`config.mk`:
```
export PLATFORM = sky130hd
export DESIGN_NAME = compute_cluster_sequencer
export DESIGN_NICKNAME = d
export VERILOG_FILES = /design/src/rtl/compute_cluster_sequencer.sv
export SDC_FILE = /design/constraint.sdc
export NUM_CORES = 1
export LEC_CHECK = 0
export CAP_MARGIN = 40
export CORE_AREA = 3 3 108 110
export CTS_BUF_LIST = sky130_fd_sc_hd__clkbuf_4 sky130_fd_sc_hd__clkbuf_8 sky130_fd_sc_hd__clkbuf_16
export DETAILED_ROUTE_END_ITERATION = 6
export DIE_AREA = 0 0 111 113
export DONT_BUFFER_PORTS = 1
export HOLD_SLACK_MARGIN = 0.12
export SKIP_LAST_GASP = 1
export SYNTH_ARGS = -nofsm -noshare
export SYNTH_HDL_FRONTEND = slang
export SYNTH_SLANG_ARGS = --single-unit
```
`constraint.sdc`:
```
create_clock -name CLK -period 5.5 [get_ports CLK]
set_clock_uncertainty 0.1 [all_clocks]
set_input_delay 1.1 -clock CLK [delete_from_list [all_inputs] [get_ports CLK]]
set_output_delay 1.1 -clock CLK [all_outputs]
set_load 0.01 [all_outputs]
```
`src/rtl/compute_cluster_sequencer.sv`:
```
// Pass sequencer for a compute cluster: filter load, first IFM load, then
// back-to-back chunks with the next IFM chunk prefetched into the idle buffer.
module compute_cluster_sequencer #(
    parameter int MEM_SIZE         = 128,
    parameter int BUS_SIZE         = 8,
    parameter int OUTPUT_BUF_NUM   = 32,
    parameter int COMPUTE_UNIT_NUM = 32,
    parameter int CHUNK_W          = 16,
    localparam int BEATS = MEM_SIZE / BUS_SIZE,
    localparam int CNT_W = $clog2(BEATS),
    localparam int ORD_W = $clog2(COMPUTE_UNIT_NUM),
    localparam int BUF_W = $clog2(OUTPUT_BUF_NUM)
) (
    input  logic               CLK,
    input  logic               RESET,
    input  logic               start_i,
    input  logic [CHUNK_W-1:0] chunk_num_i,
    input  logic               filt_src_valid_i,
    output logic               filt_src_ready_o,
    input  logic               ifm_src_valid_i,
    output logic               ifm_src_ready_o,
    output logic               filter_wr_valid_o,
    output logic [CNT_W-1:0]   filter_wr_count_o,
    output logic [ORD_W-1:0]   filter_wr_order_sel_o,
    output logic               filter_wr_sel_o,
    output logic               filter_rd_sel_o,
    output logic               ifm_wr_valid_o,
    output logic [CNT_W-1:0]   ifm_wr_count_o,
    output logic               ifm_wr_sel_o,
    output logic               ifm_rd_sel_o,
    output logic               init_o,
    output logic               chunk_start_o,
    input  logic               chunk_end_i,
    output logic [BUF_W-1:0]   acc_buf_sel_o,
    output logic [BUF_W-1:0]   out_buf_sel_o,
    output logic               busy_o,
    output logic               done_o
);

    // state     | meaning
    // IDLE      | waiting for start_i
    // LOAD_FILT | filter beats streamed into each compute unit in order
    // LOAD_IFM0 | first IFM chunk streamed into buffer 0
    // START     | one-cycle chunk start pulse
    // RUN       | cluster computing; next chunk prefetched into idle buffer
    // WAIT_PF   | chunk finished before its successor was fully prefetched
    // DONE      | one-cycle done pulse
    typedef enum logic [2:0] {
        S_IDLE,
        S_LOAD_FILT,
        S_LOAD_IFM0,
        S_START,
        S_RUN,
        S_WAIT_PF,
        S_DONE
    } state_t;

    state_t state, state_nxt;

    logic [CHUNK_W-1:0] chunk_num;
    logic [CHUNK_W-1:0] loaded;
    logic [CHUNK_W-1:0] ended;
    logic [ORD_W-1:0]   order_sel;
    logic [CNT_W-1:0]   filt_cnt;
    logic [CNT_W-1:0]   ifm_cnt;
    logic [BUF_W-1:0]   buf_sel;
    logic               pf_full;
    logic               wr_sel;
    logic               rd_sel;

    logic filt_en, ifm_en, pf_en;
    logic filt_acc, ifm_acc, filt_last, ifm_last;
    logic end_run, last_chunk;
    logic do_clear, do_swap;

    assign pf_en   = (loaded < chunk_num) && !pf_full;
    assign filt_en = (state == S_LOAD_FILT);
    assign ifm_en  = (state == S_LOAD_IFM0) ||
                     (((state == S_RUN) || (state == S_WAIT_PF)) && pf_en);

    assign filt_acc  = filt_src_valid_i & filt_en;
    assign ifm_acc   = ifm_src_valid_i & ifm_en;
    assign filt_last = filt_acc && (filt_cnt == CNT_W'(BEATS - 1));
    assign ifm_last  = ifm_acc && (ifm_cnt == CNT_W'(BEATS - 1));

    assign end_run    = chunk_end_i && (state == S_RUN);
    assign last_chunk = ((ended + 1'b1) == chunk_num);

    always_comb begin
        state_nxt     = state;
        init_o        = 1'b0;
        chunk_start_o = 1'b0;
        done_o        = 1'b0;
        do_clear      = 1'b0;
        do_swap       = 1'b0;
        case (state)
            S_IDLE: begin
                if (start_i) begin
                    if (chunk_num_i != '0) begin
                        do_clear  = 1'b1;
                        state_nxt = S_LOAD_FILT;
                    end else begin
                        state_nxt = S_DONE;
                    end
                end
            end
            S_LOAD_FILT: begin
                init_o = 1'b1;
                if (filt_last && (order_sel == ORD_W'(COMPUTE_UNIT_NUM - 1)))
                    state_nxt = S_LOAD_IFM0;
            end
            S_LOAD_IFM0: begin
                init_o = 1'b1;
                if (ifm_last)
                    state_nxt = S_START;
            end
            S_START: begin
                chunk_start_o = 1'b1;
                state_nxt     = S_RUN;
            end
            S_RUN: begin
                if (chunk_end_i) begin
                    if (last_chunk) begin
                        state_nxt = S_DONE;
                    end else if (pf_full || ifm_last) begin
                        // a prefetch finishing on the same cycle counts as full
                        do_swap   = 1'b1;
                        state_nxt = S_START;
                    end else begin
                        state_nxt = S_WAIT_PF;
                    end
                end
            end
            S_WAIT_PF: begin
                if (ifm_last) begin
                    do_swap   = 1'b1;
                    state_nxt = S_START;
                end
            end
            S_DONE: begin
                done_o    = 1'b1;
                state_nxt = S_IDLE;
            end
            default: state_nxt = S_IDLE;
        endcase
    end

    always_ff @(posedge CLK) begin
        if (RESET) begin
            state     <= S_IDLE;
            chunk_num <= '0;
            loaded    <= '0;
            ended     <= '0;
            order_sel <= '0;
            filt_cnt  <= '0;
            ifm_cnt   <= '0;
            buf_sel   <= '0;
            pf_full   <= 1'b0;
            wr_sel    <= 1'b0;
            rd_sel    <= 1'b0;
        end else begin
            state <= state_nxt;
            if (do_clear) begin
                chunk_num <= chunk_num_i;
                loaded    <= '0;
                ended     <= '0;
                order_sel <= '0;
                filt_cnt  <= '0;
                ifm_cnt   <= '0;
                buf_sel   <= '0;
                pf_full   <= 1'b0;
                wr_sel    <= 1'b0;
                rd_sel    <= 1'b0;
            end else begin
                if (filt_acc)
                    filt_cnt <= filt_last ? '0 : filt_cnt + 1'b1;
                if (filt_last)
                    order_sel <= (order_sel == ORD_W'(COMPUTE_UNIT_NUM - 1)) ?
                                 '0 : order_sel + 1'b1;
                if (ifm_acc)
                    ifm_cnt <= ifm_last ? '0 : ifm_cnt + 1'b1;
                if (ifm_last) begin
                    loaded <= loaded + 1'b1;
                    if (state == S_LOAD_IFM0)
                        wr_sel <= ~wr_sel;
                    else
                        pf_full <= 1'b1;
                end
                if (end_run)
                    ended <= ended + 1'b1;
                // swap is last so it overrides a same-cycle pf_full set
                if (do_swap) begin
                    rd_sel  <= ~rd_sel;
                    wr_sel  <= ~wr_sel;
                    buf_sel <= buf_sel + 1'b1;
                    pf_full <= 1'b0;
                end
            end
        end
    end

    assign filt_src_ready_o      = filt_acc;
    assign filter_wr_valid_o     = filt_acc;
    assign filter_wr_count_o     = filt_cnt;
    assign filter_wr_order_sel_o = order_sel;
    assign filter_wr_sel_o       = 1'b0;
    assign filter_rd_sel_o       = 1'b0;
    assign ifm_src_ready_o       = ifm_acc;
    assign ifm_wr_valid_o        = ifm_acc;
    assign ifm_wr_count_o        = ifm_cnt;
    assign ifm_wr_sel_o          = wr_sel;
    assign ifm_rd_sel_o          = rd_sel;
    assign acc_buf_sel_o         = buf_sel;
    assign out_buf_sel_o         = buf_sel;
    assign busy_o                = (state != S_IDLE);

endmodule

```
Yosys cells after proc, flatten, opt, wreduce, memory -nomap -nowiden
Cells that the tools add are included.
- add/sub/neg operators: 6
- multipliers: 0
- div/mod/pow operators: 0
- $lt $le $gt $ge: 1
- equal/unequal tests: 14
- shifts and indexed selects: 0
- multiplexer cells: 25
- bitwise gates (word level): 5
- reductions and logical operators: 22
- operators by type and width (kind ; count):
    $add 16x1->16 const B ; 2
    $mux 3 ; 7
    $eq 16x16->1 ; 1
    $lt 16x16->1 ; 1
    $reduce_bool 16->1 ; 1
    $pmux 3 s5 ; 1
    $mux 1 ; 13
    $add 5x1->5 const B ; 2
    $eq 3x3->1 const B ; 3
    $add 4x1->4 const B ; 2
    $eq 4x4->1 const B ; 2
    $mux 4 ; 2
    $eq 3x2->1 const B ; 2
    $logic_and 1x1->1 ; 6
    $reduce_or 2->1 ; 3
    $eq 5x5->1 const B ; 1
    $mux 5 ; 1
    $ne 2x1->1 const B ; 2
    $ne 2x2->1 const B ; 2
    $reduce_and 2->1 ; 2
    $reduce_and 4->1 ; 1
    $reduce_bool 2->1 ; 2
    $eq 3x1->1 const B ; 1
    $logic_not 3->1 ; 1
    other kinds (7) ; 12
- bits in registers: 72
- bits in latches: 0
- RAM bits: 0
- bits in read-only memories: 0
- input port bits: 22
- output and inout bits: 35
- logic and storage cells: 84
- memories: 0

Longest topological paths before layout
- depth in word-level cells: 13
- gate-level depth with buffers: 14
- mapped depth without buffers: 11

Least setup slack after synthesis
OpenSTA, ideal clock, no wires.
- path kind: register to output
- start: register chunk_num[13]
- end: output port ifm_wr_valid_o
- arrival: 2.115 ns
- data required time: 4.300 ns
- setup slack: 2.185 ns
- stages on the path, launching flop included: 9
- path buffers: 1
- cells stage by stage: dfxtp_1 -> inv_1 -> ha_1 -> a21o_1 -> a21o_1 -> a2111oi_4 -> o21ai_2 -> a21boi_2 -> buf_4
- cells in the longest elaborated chain, start to end: 5
- RTL lines (what ; RTL line ; text):
    from (decl) ; 60 ; logic [CHUNK_W-1:0] chunk_num;
    from (signal assigned) ; 164 ; chunk_num <= chunk_num_i;
    $lt 16x16->1 ; 76 ; assign pf_en = (loaded < chunk_num) && !pf_full;
    $logic_and 1x1->1 ; 76 ;
    $logic_and 1x1->1 ; 79 ; (((state == S_RUN) || (state == S_WAIT_PF)) && pf_en);
    $logic_or 1x1->1 ; 78 ; assign ifm_en = (state == S_LOAD_IFM0) ||
    $and 1x1->1 ; 82 ; assign ifm_acc = ifm_src_valid_i & ifm_en;
    to (decl) ; 27 ; output logic ifm_wr_valid_o,
Every way passes these cells.

Final worst setup path
- start: register chunk_num[13]
- end: output port ifm_src_ready_o
- cells in the longest elaborated chain, start to end: 5
- RTL lines (what ; RTL line ; text):
    $lt 16x16->1 ; 76 ;
    $logic_and 1x1->1 ; 76 ;
    $logic_and 1x1->1 ; 79 ;
    $logic_or 1x1->1 ; 78 ;
    $and 1x1->1 ; 82 ;
    to (decl) ; 21 ; output logic ifm_src_ready_o,
Every way passes these cells.

==> summary.md <==
| Metric | Value |
|---|---|
| Die Y | 113 um |
| Hold depth | 2 |
| H-tree level count | 3 |
| CTS root buffer | clkbuf_8 |
| Synth Flop Type | dfxtp_1 |
| Worst Setup Start Kind | flip-flop |
| 1st-iter DRT viols | 239 |
| # DRC | 0 |
| Final worst path period share | 68.9% |
| First-pass GRT wire length | 17100 um |
| CTS-repair resized insts | 0 |
| Mean Syn Cell Area | 8.63 um^2 |
| Overall Global Routing Usage | 16.9% |
| Initial Util | 41.5% |
| Hold/Removal Path Class | reg -> reg |
| Die width | 111 um |
| # setup viols final | 0 |
| Placed cells | 627 |
| Sink Count | 72 |
| Max VDD drop | 160 uV |
| Crit end category | primary output |
| CP max FO | 6 |
| Cells after synthesis | 519 |
| Total gr overflow | 0 |
| Worst path slowest cell | a21boi_2 |
| CP arrival | 2.59 ns |
| Initial antenna violation count | 0 |
| Number of global-route vias before repair | 3504 |
| RSZ-0062 raised after global routing | no |
| Synth Register Bits | 72 |
| YS warnings | 0 |
| Cell area power density | 273 mW/mm^2 |
| Synthesized area | 0.00448 mm^2 |
| Worst Max-Slew Pin Slew | 0.547 ns |
| Post-synth EDFFs | 0 |
| Setup tns final | 0 ns |
| Routed len/inst | 16.0 um |
| Slowest Stage Delay on Critical Path | 0.46 ns |
| Filler cell count in the final layout | 1061 |
| Post-DRT Antenna Nets | 0 |
| Total core area | 0.0108 mm^2 |
| Period minus WS final | 3.79 ns |
| Count of final max-slew check failures | 0 |
| Vias/cell | 5.75 |
| CTS tree | built |
| Port Buf Inserts | 0 |
| Crit path top cell by count | a21o_1 |
| Post-synth top area cell | dfxtp_1 |
| Worst rel slew slack | 63.5% |
| R2R cell count | 10 |
| Register area share after synthesis | 32.2% |
| Fmax | 264 MHz |
| GP Congestion | 0.927 |
| Hold Buf Count CTS | 0 |
| Vias post-DR | 3696 |
| Area growth, synth to finish | 4.36% |
| Postcts setup bufs | 0 |
| Number of diodes | 0 |
| CTS buffer count | 9 |
| Max-Cap Viols | 0 |
| Status | finished, final reports clean |
| Die Area | 0.0125 mm^2 |
| Cell variety after synth | 68 |
| TritonRoute pass-1 iters | 5 |
| P_leak | 1.77 nW |
| Setup Crit Path Kind | reg -> out |
| Nets | 542 |
| Clock transition at path regs | 0.07 ns |
| Detailed Place HPWL | 7770 um |
| Worst path required time | 4.30 ns |
| Power Total | 1.28 mW |
| Hold Violations, Final | 0 |
| Row count | 38 |
| Synth top area share | 32.2% |
| Final wirelength | 10300 um |
| Synth top area cells | dfxtp_1 32%, ha_1 6.1%, nor2_1 6.0% |
| Asr flop ratio synth | 0% |
| Count leader, synth | dfxtp_1 |
| CP Cell Sequence | inv_1 > ha_1 > a21o_1 > a21o_1 > a2111oi_4 > o21ai_2 > a21boi_2 |
| Top-level port count | 57 |
| Clk buf depth | 2 |
| Top post-synthesis cells by count | 72 x dfxtp_1, 71 x nor2_1, 29 x a21oi_1 |
| Largest net degree at the start of global routing | 43 |
| Finished Layout Cells | 643 |
| Worst-Skew Late Latency | 0.35 ns |
| Layout cells sized above 1 | 9.15% |
[power by group]
group	internal, mW	switching [mW]	total, mW
sequential	0.542	0.0359	0.578
clock	0.265	0.199	0.464
combinational	0.0952	0.138	0.233
[routing by layer]
layer,share of wire (%),wire length (um),track usage (%),vias to the layer above
met2,45,4600,26.5,104
li1,-,-,-,1799
met5,0,0,0,-
met3,5.9,607,3.90,32
met4,3.4,350,8.70,0
met1,46,4740,21.8,1761
[worst paths after layout]
path                                    start              end  slack [ns]
worst max-delay path            chunk_num[13]  ifm_src_ready_o        1.71
worst min-delay path               loaded[14]       loaded[14]        0.44
worst max register to register       ended[0]     ifm_wr_sel_o        2.19
worst min register to register     loaded[14]       loaded[14]        0.44
[cell usage in the layout, fill, tap and decap left out, drive strengths merged, types with 4 or more instances in the layout]
cell,n
nand2b,4
mux2i,23
nor4,5
nor3,8
and4,5
xor2,26
ha,22
and3,11
nand4,11
nand2,24
o211ai,7
dfxtp,72
or3,11
nand3,26
a211oi,6
a31oi,6
inv,20
a21o,11
a21oi,30
xnor2,22
and2,6
clkbuf,10
nor2,73
o21ai,20
[layout make-up]
cell class | count | area (um^2) | share of cell area (%)
Inverter | 20 | 75.1 | 1.61
Tap cell | 140 | 175 | 3.75
Timing Repair Buffer | 3 | 35.0 | 0.750
Multi-Input combinational cell | 392 | 2730 | 58.3
Sequential cell | 72 | 1440 | 30.9
Clock inverter | 6 | 82.6 | 1.77
Clock buffer | 10 | 138 | 2.95
[critical path, delay by kind of cell (launching register included)]
family | cells | cell delay [ns]
AOI/OAI and AO/OA | 5 | 1.44
buffers and inverters | 1 | 0.07
adders and majority gates | 1 | 0.31
DFF | 1 | 0.41
[cell families (layout without fill, tap and decap cells)]
group                    Yosys count  in the layout  synth area share, %
XOR/XNOR                          48             48                 9.39
adder cells (fa/ha/maj)           22             22                 6.15
AO/OA/AOI/OAI                    103            103                 16.9
flip-flops                        72             72                 32.2
multiplexers                      24             24                 5.39
AND/OR/NAND/NOR                  193            193                 22.8
buffers and inverters             56             39                 7.07
other                              1              2               0.0838
[sequential cells by signal (all words and copies together), names as in the netlist]
signal / cells
loaded: 16
ifm_rd_sel_o: 1
ended: 16
filter_wr_count_o: 4
ifm_wr_count_o: 4
ifm_wr_sel_o: 1
pf_full: 1
filter_wr_order_sel_o: 5
chunk_num: 16
state: 3
acc_buf_sel_o: 5
[per-stage QoR]
stage	area, um^2	hold slack, ns	setup slack (ns)	utilization, %
6_report	4670	0.436	1.71	43.3
5_1_grt	4670	0.481	1.56	43.3
4_1_cts	4670	0.434	1.70	43.3
3_5_place_dp	4450	0.423	2.09	41.2
3_3_place_gp	4430	0.410	1.87	41.1
2_1_floorplan	4480	0.375	2.19	-
No activity file was read; power rests on OpenSTA's default activity.
